===== src/rtl/conv_kernel_fetcher_if.sv =====
// Handshake/bus bundle for the kernel fetcher: event in, BRAM read port,
// and the weight stream towards the accumulate stage.
interface conv_kernel_fetcher_if #(
  parameter int KERNEL_WEIGHT_BITS = 6,
  parameter int KERNEL_SIZE        = 3,
  parameter int IN_CHANNELS        = 2,
  parameter int OUT_CHANNELS       = 2,
  parameter int ADDR_BITS          =
    $clog2(IN_CHANNELS*KERNEL_SIZE*KERNEL_SIZE),
  parameter int POS_BITS           = $clog2(KERNEL_SIZE)
);
  localparam int CH_BITS =
    (IN_CHANNELS > 1) ? $clog2(IN_CHANNELS) : 1;
  localparam int DW = OUT_CHANNELS*KERNEL_WEIGHT_BITS;

  logic                 evt_valid;
  logic                 evt_ready;
  logic [CH_BITS-1:0]   evt_channel;

  logic                 bram_en;
  logic                 bram_we;
  logic [ADDR_BITS-1:0] bram_addr;
  logic [DW-1:0]        bram_data_out;

  logic                 w_valid;
  logic                 w_ready;
  logic [POS_BITS-1:0]  w_kx;
  logic [POS_BITS-1:0]  w_ky;
  logic [DW-1:0]        w_weights;
  logic                 w_last;

  modport master (
    input  evt_valid, evt_channel,
    output evt_ready,
    output bram_en, bram_we, bram_addr,
    input  bram_data_out,
    output w_valid, w_kx, w_ky, w_weights, w_last,
    input  w_ready
  );

  modport slave (
    output evt_valid, evt_channel,
    input  evt_ready,
    input  bram_en, bram_we, bram_addr,
    output bram_data_out,
    input  w_valid, w_kx, w_ky, w_weights, w_last,
    output w_ready
  );
endinterface


===== src/rtl/conv_kernel_fetcher.sv =====
// Walks the KxK kernel of an event's input channel, reading one BRAM word
// per position and streaming it out through a 2-entry credit-managed FIFO.
module conv_kernel_fetcher #(
  parameter int KERNEL_WEIGHT_BITS = 6,
  parameter int KERNEL_SIZE        = 3,
  parameter int IN_CHANNELS        = 2,
  parameter int OUT_CHANNELS       = 2,
  parameter int ADDR_BITS          =
    $clog2(IN_CHANNELS*KERNEL_SIZE*KERNEL_SIZE),
  parameter int POS_BITS           = $clog2(KERNEL_SIZE)
) (
  input  logic clk,
  input  logic rst_n,
  conv_kernel_fetcher_if.master bus,
  output logic busy,
  output logic err_chan
);
  localparam int KK      = KERNEL_SIZE*KERNEL_SIZE;
  localparam int CH_BITS =
    (IN_CHANNELS > 1) ? $clog2(IN_CHANNELS) : 1;
  localparam int KP_BITS = (KK > 1) ? $clog2(KK) : 1;
  localparam int DW      = OUT_CHANNELS*KERNEL_WEIGHT_BITS;

  typedef enum logic [1:0] {
    IDLE,
    FETCH,
    DRAIN
  } state_e;

  state_e               state_q, state_d;
  logic [CH_BITS-1:0]   chan_q;
  logic [KP_BITS-1:0]   kpos_q;
  logic [POS_BITS-1:0]  kx_q, ky_q;
  logic                 evt_ready_q;
  logic                 err_q;

  logic                 inf_q;
  logic [POS_BITS-1:0]  inf_kx_q, inf_ky_q;
  logic                 inf_last_q;

  logic [DW-1:0]        f_w_q    [2];
  logic [POS_BITS-1:0]  f_kx_q   [2];
  logic [POS_BITS-1:0]  f_ky_q   [2];
  logic                 f_last_q [2];
  logic                 wp_q, rp_q;
  logic [1:0]           cnt_q;

  logic                 chan_ok;
  logic                 evt_fire;
  logic                 wv;
  logic                 pop;
  logic                 push;
  logic                 issue;
  logic                 kpos_last;
  logic [2:0]           occ;

  generate
    if ((1 << CH_BITS) <= IN_CHANNELS) begin : g_full
      assign chan_ok = 1'b1;
    end else begin : g_chk
      assign chan_ok = int'(bus.evt_channel) < IN_CHANNELS;
    end
  endgenerate

  assign evt_fire  = bus.evt_valid & evt_ready_q;
  assign wv        = (cnt_q != 2'd0);
  assign pop       = wv & bus.w_ready;
  assign push      = inf_q;
  assign kpos_last = (kpos_q == KP_BITS'(KK-1));

  // Credit: buffered + in-flight words, minus the one leaving now.
  assign occ   = 3'(cnt_q) + 3'(inf_q) - 3'(pop);
  assign issue = (state_q == FETCH) && (occ < 3'd2);

  always_comb begin
    state_d = state_q;
    unique case (state_q)
      IDLE:    if (evt_fire && chan_ok) state_d = FETCH;
      FETCH:   if (issue && kpos_last) state_d = DRAIN;
      DRAIN:   if (pop && f_last_q[rp_q]) state_d = IDLE;
      default: state_d = IDLE;
    endcase
  end

  always_ff @(posedge clk) begin
    if (!rst_n) begin
      state_q     <= IDLE;
      chan_q      <= '0;
      kpos_q      <= '0;
      kx_q        <= '0;
      ky_q        <= '0;
      evt_ready_q <= 1'b0;
      err_q       <= 1'b0;
      inf_q       <= 1'b0;
      inf_kx_q    <= '0;
      inf_ky_q    <= '0;
      inf_last_q  <= 1'b0;
      wp_q        <= 1'b0;
      rp_q        <= 1'b0;
      cnt_q       <= '0;
      for (int i = 0; i < 2; i++) begin
        f_w_q[i]    <= '0;
        f_kx_q[i]   <= '0;
        f_ky_q[i]   <= '0;
        f_last_q[i] <= 1'b0;
      end
    end else begin
      state_q     <= state_d;
      evt_ready_q <= (state_d == IDLE);
      err_q       <= evt_fire && !chan_ok;

      if (evt_fire && chan_ok) begin
        chan_q <= bus.evt_channel;
        kpos_q <= '0;
        kx_q   <= '0;
        ky_q   <= '0;
      end else if (issue) begin
        kpos_q <= kpos_q + 1'b1;
        if (kx_q == POS_BITS'(KERNEL_SIZE-1)) begin
          kx_q <= '0;
          ky_q <= ky_q + 1'b1;
        end else begin
          kx_q <= kx_q + 1'b1;
        end
      end

      // Position tags travel with the read until its data lands.
      inf_q <= issue;
      if (issue) begin
        inf_kx_q   <= kx_q;
        inf_ky_q   <= ky_q;
        inf_last_q <= kpos_last;
      end

      if (push) begin
        f_w_q[wp_q]    <= bus.bram_data_out;
        f_kx_q[wp_q]   <= inf_kx_q;
        f_ky_q[wp_q]   <= inf_ky_q;
        f_last_q[wp_q] <= inf_last_q;
        wp_q           <= ~wp_q;
      end
      if (pop) begin
        rp_q <= ~rp_q;
      end
      cnt_q <= cnt_q + 2'(push) - 2'(pop);
    end
  end

  assign bus.evt_ready = evt_ready_q;
  assign bus.bram_en   = issue;
  assign bus.bram_we   = 1'b0;
  assign bus.bram_addr =
    ADDR_BITS'(int'(chan_q)*KK + int'(kpos_q));

  assign bus.w_valid   = wv;
  assign bus.w_weights = f_w_q[rp_q];
  assign bus.w_kx      = f_kx_q[rp_q];
  assign bus.w_ky      = f_ky_q[rp_q];
  assign bus.w_last    = wv & f_last_q[rp_q];

  assign busy     = (state_q != IDLE);
  assign err_chan = err_q;
endmodule

===== src/flat_wrapper.sv =====
// flat-port wrapper written by rule: the top's interface ports become plain ports
module conv_kernel_fetcher_flat 
#(
  parameter int KERNEL_WEIGHT_BITS = 6,
  parameter int KERNEL_SIZE        = 3,
  parameter int IN_CHANNELS        = 2,
  parameter int OUT_CHANNELS       = 2,
  parameter int ADDR_BITS          =
    $clog2(IN_CHANNELS*KERNEL_SIZE*KERNEL_SIZE),
  parameter int POS_BITS           = $clog2(KERNEL_SIZE)
)
  (clk, rst_n, busy, err_chan, bus_evt_valid, bus_evt_channel, bus_evt_ready, bus_bram_en, bus_bram_we, bus_bram_addr, bus_bram_data_out, bus_w_valid, bus_w_kx, bus_w_ky, bus_w_weights, bus_w_last, bus_w_ready);
  conv_kernel_fetcher_if #(.KERNEL_WEIGHT_BITS(KERNEL_WEIGHT_BITS), .KERNEL_SIZE(KERNEL_SIZE), .IN_CHANNELS(IN_CHANNELS), .OUT_CHANNELS(OUT_CHANNELS), .ADDR_BITS(ADDR_BITS), .POS_BITS(POS_BITS)) bus_i ();
  input  logic clk;
  input  logic rst_n;
  output logic busy;
  output logic err_chan;
  input wire logic [$bits(bus_i.evt_valid)-1:0] bus_evt_valid;
  input wire logic [$bits(bus_i.evt_channel)-1:0] bus_evt_channel;
  output wire logic [$bits(bus_i.evt_ready)-1:0] bus_evt_ready;
  output wire logic [$bits(bus_i.bram_en)-1:0] bus_bram_en;
  output wire logic [$bits(bus_i.bram_we)-1:0] bus_bram_we;
  output wire logic [$bits(bus_i.bram_addr)-1:0] bus_bram_addr;
  input wire logic [$bits(bus_i.bram_data_out)-1:0] bus_bram_data_out;
  output wire logic [$bits(bus_i.w_valid)-1:0] bus_w_valid;
  output wire logic [$bits(bus_i.w_kx)-1:0] bus_w_kx;
  output wire logic [$bits(bus_i.w_ky)-1:0] bus_w_ky;
  output wire logic [$bits(bus_i.w_weights)-1:0] bus_w_weights;
  output wire logic [$bits(bus_i.w_last)-1:0] bus_w_last;
  input wire logic [$bits(bus_i.w_ready)-1:0] bus_w_ready;
  assign bus_i.evt_valid = bus_evt_valid;
  assign bus_i.evt_channel = bus_evt_channel;
  assign bus_evt_ready = bus_i.evt_ready;
  assign bus_bram_en = bus_i.bram_en;
  assign bus_bram_we = bus_i.bram_we;
  assign bus_bram_addr = bus_i.bram_addr;
  assign bus_i.bram_data_out = bus_bram_data_out;
  assign bus_w_valid = bus_i.w_valid;
  assign bus_w_kx = bus_i.w_kx;
  assign bus_w_ky = bus_i.w_ky;
  assign bus_w_weights = bus_i.w_weights;
  assign bus_w_last = bus_i.w_last;
  assign bus_i.w_ready = bus_w_ready;
  conv_kernel_fetcher #(.KERNEL_WEIGHT_BITS(KERNEL_WEIGHT_BITS), .KERNEL_SIZE(KERNEL_SIZE), .IN_CHANNELS(IN_CHANNELS), .OUT_CHANNELS(OUT_CHANNELS), .ADDR_BITS(ADDR_BITS), .POS_BITS(POS_BITS)) u_core (.clk(clk), .rst_n(rst_n), .bus(bus_i), .busy(busy), .err_chan(err_chan));
endmodule

===== config.mk =====
export PLATFORM = sky130hd
export DESIGN_NAME = conv_kernel_fetcher_flat
export DESIGN_NICKNAME = d
export VERILOG_FILES = /design/src/rtl/conv_kernel_fetcher_if.sv /design/src/rtl/conv_kernel_fetcher.sv /design/src/flat_wrapper.sv
export SDC_FILE = /design/constraint.sdc
export NUM_CORES = 1
export LEC_CHECK = 0
export BUFFER_PORTS_ARGS = -buffer_cell sky130_fd_sc_hd__buf_2
export CORE_UTILIZATION = 50
export CTS_CLUSTER_SIZE = 14
export DETAILED_ROUTE_END_ITERATION = 8
export PLACE_DENSITY = 0.81
export SYNTH_ARGS = -nofsm -noshare
export SYNTH_HDL_FRONTEND = slang
export SYNTH_SLANG_ARGS = --single-unit

===== constraint.sdc =====
create_clock -name clk -period 2.6 [get_ports clk]
set_input_delay 0.13 -clock clk [delete_from_list [all_inputs] [get_ports clk]]
set_output_delay 0.13 -clock clk [all_outputs]
set_load 0.05 [all_outputs]

## Word-level counts from Yosys, hierarchy flattened

Memories as Yosys holds them, arrays and structs flattened. A register that Yosys moved wholly into a read port is not among the register bits.
Index checks and enable logic that the tools add are counted.

| storage, ports and cells | value |
|---|---|
| register bits after elaboration | 22 |
| memory bits (writable) | 34 |
| bits of input ports | 17 |
| memories kept | 4 |

| cells by class | value |
|---|---|
| $add $sub $neg | 8 |
| $mul | 1 |
| magnitude comparators | 1 |
| equal/unequal tests | 4 |
| mux-type cells | 29 |
| bitwise gates (word level) | 6 |
| reductions and logical operators | 13 |

Memory list:

| memory | depth | bits a word | rd ports | clocked after Yosys merged registers in | write ports | line | source |
|---|---|---|---|---|---|---|---|
| u_core.f_w_q | 2 | 12 | 1 | 1 | 2 | conv_kernel_fetcher.sv:41 | `logic [DW-1:0] f_w_q [2];` |
| u_core.f_kx_q | 2 | 2 | 1 | 1 | 2 | conv_kernel_fetcher.sv:42 | `logic [POS_BITS-1:0] f_kx_q [2];` |
| u_core.f_ky_q | 2 | 2 | 1 | 1 | 2 | conv_kernel_fetcher.sv:43 | `logic [POS_BITS-1:0] f_ky_q [2];` |
| u_core.f_last_q | 2 | 1 | 1 | 1 | 2 | conv_kernel_fetcher.sv:44 | `logic f_last_q [2];` |

Operators by type and width:

| cell | number |
|---|---|
| $mux 1 | 21 |
| $mux 12 | 1 |
| $mux 2 | 6 |
| $reduce_or 12->1 | 1 |
| $pmux 2 s3 | 1 |
| $reduce_or 2->1 | 3 |
| $add 5x5->5 | 1 |
| $mul 1x4->5 const B | 1 |
| $add 2x1->2 const B | 2 |
| $add 4x1->4 const B | 1 |
| $eq 2x2->1 const B | 2 |
| $eq 4x4->1 const B | 1 |
| $logic_not 2->1 | 2 |
| $reduce_bool 2->1 | 2 |
| $add 2x1->3 | 1 |
| $and 1x1->1 | 3 |
| $logic_and 1x1->1 | 3 |
| $lt 3x2->1 const B | 1 |
| $not 1->1 | 3 |
| $sub 3x1->3 | 1 |
| $add 2x1->2 | 1 |
| $eq 2x1->1 const B | 1 |
| $reduce_and 2->1 | 1 |
| $sub 2x1->2 | 1 |
| $reduce_or 1->1 | 1 |

## Logic depth before layout (Yosys ltp)

Gate-level depths: netlist of the first run.

| depth | value |
|---|---|
| depth in word-level cells | 9 |
| mapped depth | 9 |
| depth with buffers taken out | 8 |

## Worst setup path before layout of the first run

OpenSTA, ideal clock, no wires.

| timing path | value |
|---|---|
| kind | register to output |
| start | register u_core.cnt_q[1] |
| end | output bus_bram_en |
| arrival time | 2620 ps |
| setup slack | -150 ps |
| cell stages (with the launch flop) | 9 |
| path buffers | 1 |
| path through | dfxtp_1 -> o21ai_0 -> xnor2_1 -> ha_1 -> inv_1 -> fa_1 -> xor2_2 -> buf_2 -> nor2_1 |

| between the ends | value |
|---|---|
| word-level cells in the longest chain between the ends | 5 |
| elaborated cells between the ends (all ways) | 6 |
| classes of those cells | add/sub (2); order compare (1); bitwise (1); reduce/logical (2) |

RTL lines:

| what | line | source |
|---|---|---|
| start: declaration | conv_kernel_fetcher.sv:46 | `logic [1:0] cnt_q;` |
| start signal: assignment | conv_kernel_fetcher.sv:145 | `cnt_q <= cnt_q + 2'(push) - 2'(pop);` |
| parallel branches: the longest is 2 deep, another holds $add 2x1->3 | n/a |  |
| $sub 3x1->3 * | conv_kernel_fetcher.sv:72 | `assign occ = 3'(cnt_q) + 3'(inf_q) - 3'(pop);` |
| $lt 3x2->1 * | conv_kernel_fetcher.sv:73 | `assign issue = (state_q == FETCH) && (occ < 3'd2);` |
| $logic_and 1x1->1 * | conv_kernel_fetcher.sv:73 |  |
| end: declaration | flat_wrapper.sv:21 | `output wire logic [$bits(bus_i.bram_en)-1:0] bus_bram_en;` |

Mark *: on every way between the ends.

## Worst setup path after layout of the first run

| timing path | value |
|---|---|
| start | register u_core.cnt_q[0] |
| end | output bus_bram_en |

The elaborated chain is that of the path after synthesis.

==> metrics.md, run 1 <==
| Metric | Value |
|---|---|
| Count of cells along the worst hold path | `3` |
| Worst-case clock buffer depth | `2` |
| Startpoint of the most critical register-to-register path | `u_core.cnt_q[0]$_SDFF_PN0_` |
| Worst IR Drop VDD | `491 uV` |
| Number of antenna diodes | `0` |
| Die span in x | `73.8 um` |
| Number of max-slew violations in the final report | `0` |
| Total of flip-flops plus latches after synthesis | `57` |
| Via count | `1810` |
| Reg-to-Reg End | `u_core.ky_q[1]$_SDFFE_PP0P_` |
| Synth Cell Area | `2570 sq um` |
| Avg Synthesized Cell Area | `11.8 sq um` |
| Post-route clock period utilization | `95.6%` |
| Async set-reset flop share out of synthesis | `0%` |
| Antenna-violating nets left | `0` |
| Unrepaired setup endpoints after global routing | `true` |
| Floorplan core area | `4850 sq um` |
| Routed len/inst | `13.7 um` |
| Transition at the pin with the smallest max-transition slack | `0.793 ns` |
| Inserted Clock Buffers | `9` |
| Max stage delay on crit path | `0.61 ns` |
| Cell count after synthesis | `219` |
| Max capacitance violation total | `0` |
| Crit-path slowest cell | `fa_2` |
| Final net count | `299` |
| Timing-limited maximum frequency | `402 MHz` |
| Starting density of the core | `53.1%` |
| Slew HR | `47.1%` |
| Pwr per Cell Area | `919 nW/um^2` |
| Number of global-route vias before repair | `1678` |
| Number of clock sinks | `57` |
| Number of rows created at floorplan | `25` |
| CP startpoint kind | `flop` |
| Maximum fanout encountered on the critical timing path | `7` |
| Clock root buffer master | `clkbuf_8` |
| Status | `finished clean` |
| Number of ports placed on the die boundary | `45` |
| Synth Warn # | `0` |
| Setup Total Neg Slack | `0 ns` |
| Placed Instances | `326` |
| Proportion of layout cells with a drive suffix above 1 | `35.4%` |
| Class of the tightest hold or removal check | `in2reg` |
| R2r setup slk | `0.11 ns` |
| Worst clock skew | `0.00513 ns` |
| Number of antenna violations at the first check in global routing | `0` |
| Global-route congestion overflow total | `0` |
| Fin. Hold Viols | `0` |
| Final instance count without filler cells | `347` |
| TritonCTS clock tree | `yes` |
| Total die area | `5440 sq um` |
| End point of the most critical hold path | `u_core.chan_q$_SDFFE_PN0P_` |
| Required @ worst endpoint | `2.47 ns` |
| Clock latency at the later pin of the worst-skew pair | `0.33 ns` |
| Crit path DAT | `2.36 ns` |
| Commonest register cell after synthesis | `edfxtp_1` |
| Post-DP HPWL | `3130 um` |
| Buffers on Ports | `42` |
| Register clock-pin slew on the reported worst setup and hold paths | `0.06 ns` |
| First-pass GRT wire length | `7310 um` |
| Routed via count divided by cell count | `5.22` |
| Final setup viols | `0` |
| CP endpoint kind | `primary output` |
| Min Clock Period, post-route | `2.49 ns` |
| Number of distinct standard cells referenced by the synthesized netlist | `37` |
| Floorplan die height | `73.8 um` |
| Ordered list of cells on the worst path | `o21ai_2, xnor2_1, ha_2, inv_2, fa_2, nand3b_4, buf_6, nor2_4, buf_6` |
| # H-tree levels | `3` |
| GRT Total Usage | `18.6%` |
| Leak Pwr | `1.30 nW` |
| Weighted congestion reported at the end of routability-driven placement | `0.774` |
| Commonest cells after routing, fill and taps aside | `41 x buf_2, 33 x and2_1, 32 x edfxtp_1, 24 x dfxtp_1, 16 x mux2_2` |
| Startpoint of the tightest hold check path | `bus_evt_channel` |
| Most frequent standard cell in the layout excluding fill and tap cells | `buf_2` |
| Sequential-to-total area share from yosys stat | `56.8%` |
| Maximum number of pins on one net before global-route repair | `19` |
| DR pass1 iterations | `4` |
| Beginning of the critical path | `u_core.cnt_q[0]$_SDFF_PN0_` |
| DRC violation count after routing | `0` |
| DRC violation total after the first TritonRoute iteration | `95` |
| Critical path's most frequent cell | `buf_6` |
| Wire length after detailed routing | `4770 um` |
| Critical path class | `reg2out` |
| Number of enable flip-flop cells after synthesis | `32` |
| Layout-stage area growth over the synthesis result | `22.4%` |
| Worst R2R Path Depth | `9` |
logic make-up after synthesis:
family                   Yosys count  share of synthesized area, %
AND/OR/NAND/NOR                   79                          18.2
flip-flops                        57                          56.8
AO/OA/AOI/OAI                     33                          7.68
multiplexers                      19                          8.16
buffers and inverters             17                          3.01
adder cells (fa/ha/maj)            7                          3.69
XOR/XNOR                           6                          2.33
other                              1                         0.146
worst max-delay path by stage:
stage               cells after the start                      endpoint
floorplan                               8  u_core.state_q[1]$_SDFF_PN0_
global placement                        8  u_core.state_q[1]$_SDFF_PN0_
detailed placement                      9   u_core.kx_q[0]$_SDFFE_PP0P_
CTS                                     9                   bus_bram_en
global route                            9                   bus_bram_en
finish                                  9                   bus_bram_en
final cells by class:
cell class	instances	area (sq um)
Inverter	5	18.8
Fill cell	369	1700
Tap cell	67	83.8
Timing Repair Buffer	56	325
Sequential cell	57	1460
Clock buffer	12	145
Multi-Input combinational cell	146	1070
Clock inverter	4	43.8
synthesized netlist by cell type, types with 2 or more instances:
library cell	instances	area share [%]
nand3_1	10	1.9
clkbuf_1	5	0.73
buf_2	5	0.97
or4_1	3	0.87
a21oi_1	14	2.7
ha_1	6	2.9
xor2_1	2	0.68
xnor2_1	3	1.0
nor2_1	8	1.2
mux2_2	16	7.0
nor4b_1	2	0.68
mux2i_1	3	1.2
dfxtp_1	25	19
o21ai_0	12	2.3
o31ai_1	2	0.58
inv_1	5	0.73
edfxtp_1	32	37
and2_1	33	8.0
buf_4	2	0.58
nand2b_1	5	1.2
nand2_1	10	1.5
critical path, delay by kind of cell (launching register included):
kind,cells,cell delay (ns)
adder cells (fa/ha/maj),2,0.81
AND/OR/NAND/NOR,2,0.20
buffers and inverters,3,0.36
XOR/XNOR,1,0.16
flip-flops,1,0.33
AO/OA/AOI/OAI,1,0.16
where the power goes:
group / switching [mW] / internal (mW)
clock network: 0.321 / 0.462
logic: 0.676 / 0.366
registers: 0.0409 / 1.03
routing by layer:
metal	global-route usage (%)	up-vias	wire length [um]
li1	-	891	-
met1	20.6	868	1990
met2	31.5	43	2480
met3	4.80	8	220
met4	12.4	0	80
met5	0	-	0
through the flow:
step	worst slack [ns]	hold slack [ns]	cell area, sq um	util [%]	power, mW
3_5_place_dp	0.0886	0.401	2880	59.5	2.05
5_1_grt	0.00397	0.0524	3150	65.0	3.04
3_3_place_gp	0.200	0.388	2880	59.5	2.02
4_1_cts	0.0210	0.0549	3080	63.4	2.83
2_1_floorplan	0.00764	0.277	2580	-	1.79
6_report	0.113	0.0674	3150	65.0	2.89
sequential cells by signal, summed over array words and instances, names as in the netlist, named ones only:
name,flops
u_core.f_w_q,24
u_core.f_kx_q,4
u_core.f_ky_q,4
u_core.kpos_q,4
u_core.cnt_q,2
u_core.f_last_q,2
u_core.inf_kx_q,2
u_core.inf_ky_q,2
u_core.kx_q,2
u_core.ky_q,2
u_core.state_q,2
u_core.bus.evt_ready,1
u_core.chan_q,1
u_core.inf_last_q,1
u_core.inf_q,1
u_core.rp_q,1
u_core.wp_q,1
repair_timing:
action,in CTS,in global routing
pin swaps,1,4
endpoints found under the setup margin,1,1
resized for setup,2,10
hold buffers,0,0
buffers inserted,0,5
Power figures use the tool's default switching activity.
==> run 2: changes to the inputs <==
--- a/config.mk
+++ b/config.mk
@@ -10,6 +10,7 @@
 export CTS_CLUSTER_SIZE = 14
 export DETAILED_ROUTE_END_ITERATION = 8
 export PLACE_DENSITY = 0.81
+export RECOVER_POWER = 25
 export SYNTH_ARGS = -nofsm -noshare
 export SYNTH_HDL_FRONTEND = slang
 export SYNTH_SLANG_ARGS = --single-unit
==> metrics.md, run 2 (same netlist as run 1, synthesis figures left out) <==
| Metric | Value |
|---|---|
| Placed Instances | `326 (unchanged)` |
| CP startpoint kind | `flop` |
| Min Clock Period, post-route | `2.49 ns (-0.0000440 ns)` |
| Status | `finished clean` |
| Number of ports placed on the die boundary | `45 (unchanged)` |
| Largest register FFs | `24 (unchanged)` |
| Starting density of the core | `53.1% (unchanged)` |
| Gate family responsible for the most delay along the worst path | `adder cells` |
| First-pass GRT wire length | `7310 um (unchanged)` |
| TritonCTS clock tree | `yes` |
| Max stage delay on crit path | `0.61 ns (about the same)` |
| Leak Pwr | `1.30 nW (-0.16%)` |
| Number of antenna diodes | `0 (unchanged)` |
| End point of the critical path | `bus_bram_en` |
| Final setup viols | `0 (unchanged)` |
| Floorplan die height | `73.8 um (unchanged)` |
| Number of rows created at floorplan | `25 (unchanged)` |
| Proportion of layout cells with a drive suffix above 1 | `35.4% (unchanged)` |
| Startpoint of the most critical register-to-register path | `u_core.cnt_q[0]$_SDFF_PN0_` |
| GRT Total Usage | `18.6% (unchanged)` |
| Timing-limited maximum frequency | `402 MHz (about the same)` |
| CTS Hold Buffers Added | `0 (unchanged)` |
| Number of antenna violations at the first check in global routing | `0 (unchanged)` |
| Buf+Inv Stages, Crit Path | `3 (unchanged)` |
| Critical path's most frequent cell | `buf_6` |
| Post-route clock period utilization | `95.6% (about the same)` |
| Worst-case clock buffer depth | `2 (unchanged)` |
| Area post-placement | `2880 sq um (unchanged)` |
| CP endpoint kind | `primary output` |
| R2r setup slk | `0.11 ns (about the same)` |
| Register name with the most flops | `u_core.f_w_q` |
| Number of max-slew violations in the final report | `0 (unchanged)` |
| # H-tree levels | `3 (unchanged)` |
| Unrepaired setup endpoints after global routing | `true` |
| Wire length after detailed routing | `4780 um (+0.27%)` |
| Class of the tightest hold or removal check | `in2reg` |
| DRC violation count after routing | `0 (unchanged)` |
| Inserted Clock Buffers | `9 (unchanged)` |
| Worst clock skew | `0.00464 ns (-0.000490 ns)` |
| Post-route cell area | `3150 sq um (unchanged)` |
| Critical path class | `reg2out` |
| Most frequent standard cell in the layout excluding fill and tap cells | `buf_2` |
| Die span in x | `73.8 um (unchanged)` |
| Beginning of the critical path | `u_core.cnt_q[0]$_SDFF_PN0_` |
| Crit path DAT | `2.36 ns (about the same)` |
| Layout-stage area growth over the synthesis result | `22.4% (unchanged)` |
| Routed len/inst | `13.8 um (+0.27%)` |
| Fin. Hold Viols | `0 (unchanged)` |
| Maximum number of pins on one net before global-route repair | `19 (unchanged)` |
| Floorplan core area | `4850 sq um (unchanged)` |
| Pwr per Cell Area | `919 nW/um^2 (about the same)` |
| Global-route congestion overflow total | `0 (unchanged)` |
| Worst R2R Path Depth | `9 (unchanged)` |
| Final instance count without filler cells | `347 (unchanged)` |
| Weighted congestion reported at the end of routability-driven placement | `0.774 (unchanged)` |
| Total die area | `5440 sq um (unchanged)` |
| Post-DP HPWL | `3130 um (unchanged)` |
| Via count | `1825 (+0.83%)` |
| Maximum fanout encountered on the critical timing path | `7 (unchanged)` |
| Clock root buffer master | `clkbuf_8` |
| Required @ worst endpoint | `2.47 ns (about the same)` |
| DR pass1 iterations | `4 (unchanged)` |
| Setup Total Neg Slack | `0 ns (unchanged)` |
| Routed via count divided by cell count | `5.26 (+0.83%)` |
| Transition at the pin with the smallest max-transition slack | `0.817 ns (+0.0233 ns)` |
| Depth of the critical timing path with buffers and inverters included | `9 (unchanged)` |
| Commonest cells after routing, fill and taps aside | `41 x buf_2, 32 x edfxtp_1, 31 x and2_1, 24 x dfxtp_1, 16 x mux2_2` |
| Buffers on Ports | `42 (unchanged)` |
| Slew HR | `45.5% (-1.6 points)` |
| Register clock-pin slew on the reported worst setup and hold paths | `0.06 ns (about the same)` |
| Final net count | `299 (unchanged)` |
| Number of global-route vias before repair | `1678 (unchanged)` |
| DRC violation total after the first TritonRoute iteration | `95 (unchanged)` |
| Max capacitance violation total | `0 (unchanged)` |
| Antenna-violating nets left | `0 (unchanged)` |
| Ordered list of cells on the worst path | `o21ai_2, xnor2_1, ha_2, inv_2, fa_2, nand3b_4, buf_6, nor2_4, buf_6` |
| Clock latency at the later pin of the worst-skew pair | `0.32 ns (about the same)` |
| Crit-path slowest cell | `fa_2` |
| Number of clock sinks | `57 (unchanged)` |
| Reg-to-Reg End | `u_core.ky_q[1]$_SDFFE_PP0P_` |
| Worst IR Drop VDD | `491 uV (about the same)` |
-- run 2: changes by cell type in the layout (fill, tap and decap cells not counted) --
cell    change
and2_0      +2
and2_1      -2
-- run 2: power by group --
group          leakage [nW]  switching (mW)  internal, mW
Combinational         0.670           0.677         0.366
Clock                0.0978           0.320         0.462
Sequential            0.534          0.0409          1.03
Total                  1.30            1.04          1.86
-- run 2: layout make-up --
class | count | area [sq um]
Fill cell | 369 | 1700
Sequential cell | 57 | 1460
Multi-Input combinational cell | 146 | 1070
Timing Repair Buffer | 56 | 325
Clock buffer | 12 | 145
Tap cell | 67 | 83.8
Clock inverter | 4 | 43.8
Inverter | 5 | 18.8
-- run 2: metrics by stage --
step	hold slack, ns	power [mW]	util [%]	setup slack, ns
5_1_grt	0.0524	3.04	65.0	0.00397
3_3_place_gp	0.388	2.02	59.5	0.200
6_report	0.0677	2.90	65.0	0.113
2_1_floorplan	0.277	1.79	-	0.00764
3_5_place_dp	0.401	2.05	59.5	0.0886
4_1_cts	0.0549	2.83	63.4	0.0210
-- run 2: per-layer routing --
metal | wire length [um] | vias up | global-route usage (%) | share of wire [%]
met1 | 1970 | 875 | 20.6 | 41
li1 | - | 894 | - | -
met3 | 250 | 8 | 4.80 | 5.2
met2 | 2480 | 48 | 31.5 | 52
met5 | 0 | - | 0 | 0
met4 | 80 | 0 | 12.4 | 1.7
-- run 2: what timing repair did --
| item | in CTS | in global routing |
|---|---|---|
| pin swaps | 1 | 4 |
| gates resized for setup | 2 | 10 |
| setup endpoints to repair | 1 | 1 |
| setup buffers | 0 | 5 |
-- run 2: worst min-delay path, delay by kind of cell --
family	cells	cell delay (ns)
compound gates	1	0.06
buf+inv	1	0.10
simple gates	1	0.06
-- run 2: worst min path at each step --
stage | from | to | slack (ns) | cells past startpoint
floorplan | bus_evt_channel | u_core.chan_q$_SDFFE_PN0P_ | 0.28 | 2
global placement | bus_evt_channel | u_core.chan_q$_SDFFE_PN0P_ | 0.39 | 3
detailed placement | bus_evt_channel | u_core.chan_q$_SDFFE_PN0P_ | 0.40 | 3
CTS | bus_evt_channel | u_core.chan_q$_SDFFE_PN0P_ | 0.05 | 3
global route | bus_evt_channel | u_core.chan_q$_SDFFE_PN0P_ | 0.05 | 3
finish | bus_evt_channel | u_core.chan_q$_SDFFE_PN0P_ | 0.07 | 3
==> run 3: changes to the inputs <==
--- a/config.mk
+++ b/config.mk
@@ -6,10 +6,11 @@
 export NUM_CORES = 1
 export LEC_CHECK = 0
 export BUFFER_PORTS_ARGS = -buffer_cell sky130_fd_sc_hd__buf_2
+export CORE_MARGIN = 2
 export CORE_UTILIZATION = 50
 export CTS_CLUSTER_SIZE = 14
 export DETAILED_ROUTE_END_ITERATION = 8
-export PLACE_DENSITY = 0.81
+export PLACE_DENSITY = 0.78
 export RECOVER_POWER = 25
 export SYNTH_ARGS = -nofsm -noshare
 export SYNTH_HDL_FRONTEND = slang
==> constraint.sdc (replaced) <==
create_clock -name clk -period 2.7 [get_ports clk]
set_input_delay 0.135 -clock clk [delete_from_list [all_inputs] [get_ports clk]]
set_output_delay 0.135 -clock clk [all_outputs]
set_load 0.05 [all_outputs]
==> metrics.md, run 3 (same netlist as run 1, synthesis figures left out) <==
| Metric | Value |
|---|---|
| Min Clock Period, post-route | `2.63 ns` |
| # H-tree levels | `3 (unchanged)` |
| Routed via count divided by cell count | `5.13 (-2.5%)` |
| Number of global-route vias before repair | `1578 (-6.0%)` |
| Worst IR Drop VDD | `765 uV (+56%)` |
| Status | `finished clean` |
| Die span in x | `75.8 um (+2.7%)` |
| Clock latency at the later pin of the worst-skew pair | `0.33 ns (about the same)` |
| Busiest metal layer after global routing | `met2` |
| Class of the tightest hold or removal check | `in2reg` |
| Register clock-pin slew on the reported worst setup and hold paths | `0.07 ns (about the same)` |
| Maximum fanout encountered on the critical timing path | `5 (-2)` |
| Reg-to-Reg End | `u_core.state_q[1]$_SDFF_PN0_` |
| Starting density of the core | `51.1% (-2.0 points)` |
| Final Worst Setup Slack | `0.0711 ns (-0.0424 ns)` |
| CP endpoint kind | `flop` |
| Transition at the pin with the smallest max-transition slack | `0.762 ns (-0.0551 ns)` |
| Beginning of the critical path | `u_core.cnt_q[0]$_SDFF_PN0_` |
| Post-route cell area | `3120 sq um (-1.1%)` |
| Required @ worst endpoint | `2.94 ns (+0.47 ns)` |
| DRC violation count after routing | `0 (unchanged)` |
| Commonest cells after routing, fill and taps aside | `41 x buf_2, 32 x edfxtp_1, 26 x and2_1, 25 x dfxtp_1, 16 x mux2_2` |
| Number of ports placed on the die boundary | `45 (unchanged)` |
| Area post-placement | `2870 sq um (-0.39%)` |
| Net switching power | `1.03 mW (-0.34%)` |
| Max capacitance violation total | `0 (unchanged)` |
| Critical path class | `reg2reg` |
| Clock root buffer master | `clkbuf_8` |
| Inserted Clock Buffers | `9 (unchanged)` |
| Layout-stage area growth over the synthesis result | `21.0%` |
| First-pass GRT wire length | `7070 um (-3.3%)` |
| Leak Pwr | `1.28 nW (-1.7%)` |
| Number of rows created at floorplan | `26 (+4.0%)` |
| Setup slack at placement | `0.129 ns (+0.0400 ns)` |
| Number of clock sinks | `57 (unchanged)` |
| Wire length after detailed routing | `4540 um (-5.0%)` |
| Largest register FFs | `24 (unchanged)` |
| R2r setup slk | `0.07 ns (-0.04 ns)` |
| DR pass1 iterations | `6 (+2)` |
| Switching Share | `35.8% (-0.047 points)` |
| Via count | `1774 (-2.8%)` |
| Reg power frac | `35.4% (-1.5 points)` |
| Fin Hold WS | `0.0621 ns (-0.00560 ns)` |
| Timing-limited maximum frequency | `380 MHz` |
| Startpoint of the most critical register-to-register path | `u_core.cnt_q[0]$_SDFF_PN0_` |
| Floorplan core area | `5040 sq um (+4.0%)` |
| Cell-internal power | `1.85 mW (-0.13%)` |
| Pwr per Cell Area | `927 nW/um^2 (+0.88%)` |
| Final instance count without filler cells | `346 (-0.29%)` |
| End point of the critical path | `u_core.state_q[1]$_SDFF_PN0_` |
| Logic pwr share | `34.6% (-1.5 points)` |
| GRT Total Usage | `16.9% (-1.7 points)` |
| DRC violation total after the first TritonRoute iteration | `92 (-3.2%)` |
| Register name with the most flops | `u_core.f_w_q` |
| Worst-case clock buffer depth | `2 (unchanged)` |
| Most frequent standard cell in the layout excluding fill and tap cells | `buf_2` |
| Number of max-slew violations in the final report | `0 (unchanged)` |
| Slew HR | `49.2% (+3.7 points)` |
| Final setup viols | `0 (unchanged)` |
| Antenna-violating nets left | `0 (unchanged)` |
| Worst R2R Path Depth | `9 (unchanged)` |
| Floorplan die height | `75.8 um (+2.7%)` |
| Fin. Hold Viols | `0 (unchanged)` |
| Met1 layer usage reported by global route | `20.3% (-0.29 points)` |
| Crit path DAT | `2.87 ns (+0.51 ns)` |
| Met3 usage in global routing | `4.37% (-0.44 points)` |
| Post-DP HPWL | `2960 um (-5.4%)` |
| Total die area | `5740 sq um (+5.5%)` |
| Final net count | `295 (-1.3%)` |
| Placed Instances | `327 (+0.31%)` |
| CTS Hold Buffers Added | `0 (unchanged)` |
| Met2 track demand over resource | `27.3% (-4.2 points)` |
| CP startpoint kind | `flop` |
| Worst clock skew | `0.00868 ns (+0.00404 ns)` |
| Post-route clock period utilization | `97.4%` |
| Number of antenna violations at the first check in global routing | `0 (unchanged)` |
| Number of antenna diodes | `0 (unchanged)` |
| Maximum number of pins on one net before global-route repair | `20 (+1)` |
| Part of the total power dissipated in the clock network | `30.0% (+3.0 points)` |
| Global-route congestion overflow total | `0 (unchanged)` |
| Routed len/inst | `13.1 um (-4.7%)` |
| Overall power consumption | `2.89 mW (-0.21%)` |
| Proportion of layout cells with a drive suffix above 1 | `32.2% (-3.1 points)` |
| Final Util | `61.8% (-3.2 points)` |
| TritonCTS clock tree | `yes` |
| Buffers on Ports | `42 (unchanged)` |
| Weighted congestion reported at the end of routability-driven placement | `0.806 (+4.1%)` |
| Setup Total Neg Slack | `0 ns (unchanged)` |
-- run 3: timing repair --
item                       in CTS  in global routing
pin swaps                       1                  1
hold endpoints to repair        0                  0
gates resized for setup         2                  1
setup endpoints to repair       1                  3
buffers inserted                0                  3
-- run 3: how the worst min path moves through the flow --
| stage | from | cells after the start | end |
|---|---|---|---|
| 2_1_floorplan | bus_evt_channel | 2 | u_core.chan_q$_SDFFE_PN0P_ |
| 3_3_place_gp | bus_evt_channel | 3 | u_core.chan_q$_SDFFE_PN0P_ |
| 3_5_place_dp | bus_evt_channel | 3 | u_core.chan_q$_SDFFE_PN0P_ |
| 4_1_cts | bus_evt_channel | 3 | u_core.chan_q$_SDFFE_PN0P_ |
| 5_1_grt | bus_evt_channel | 3 | u_core.chan_q$_SDFFE_PN0P_ |
| 6_report | bus_evt_channel | 3 | u_core.chan_q$_SDFFE_PN0P_ |
-- run 3: routing by layer --
layer / vias up / part of all wire [%]
met5: - / 0
met4: 0 / 0.84
met3: 6 / 5.9
met2: 49 / 49
met1: 840 / 45
li1: 879 / -
-- run 3: power groups by stage --
stage               logic [mW]  clock network (mW)  registers (mW)
global route              1.07               0.915            1.03
detailed placement       0.900                   0            1.04
CTS                      0.927               0.881            1.02
finish                   0.999               0.868            1.02
global placement         0.887                   0            1.04
floorplan                0.680                   0            1.05
-- run 3: area by class of cell --
class	count	area (sq um)
clock buffer	9	124
clock inverter	7	95.1
fill	429	1930
inverter	5	18.8
multi-input combinational	146	1050
sequential	57	1460
tap	70	87.6
timing repair buffer	52	277
-- run 3: worst max-delay path: stages, from the launching register on --
cell and delay (ns):
dfxtp_1 0.33, o21ai_1 0.19, xnor2_1 0.16, ha_1 0.19, inv_1 0.05, fa_1 0.49
xor2_4 0.24, buf_4 0.16, or4_4 0.52, a221oi_2 0.22
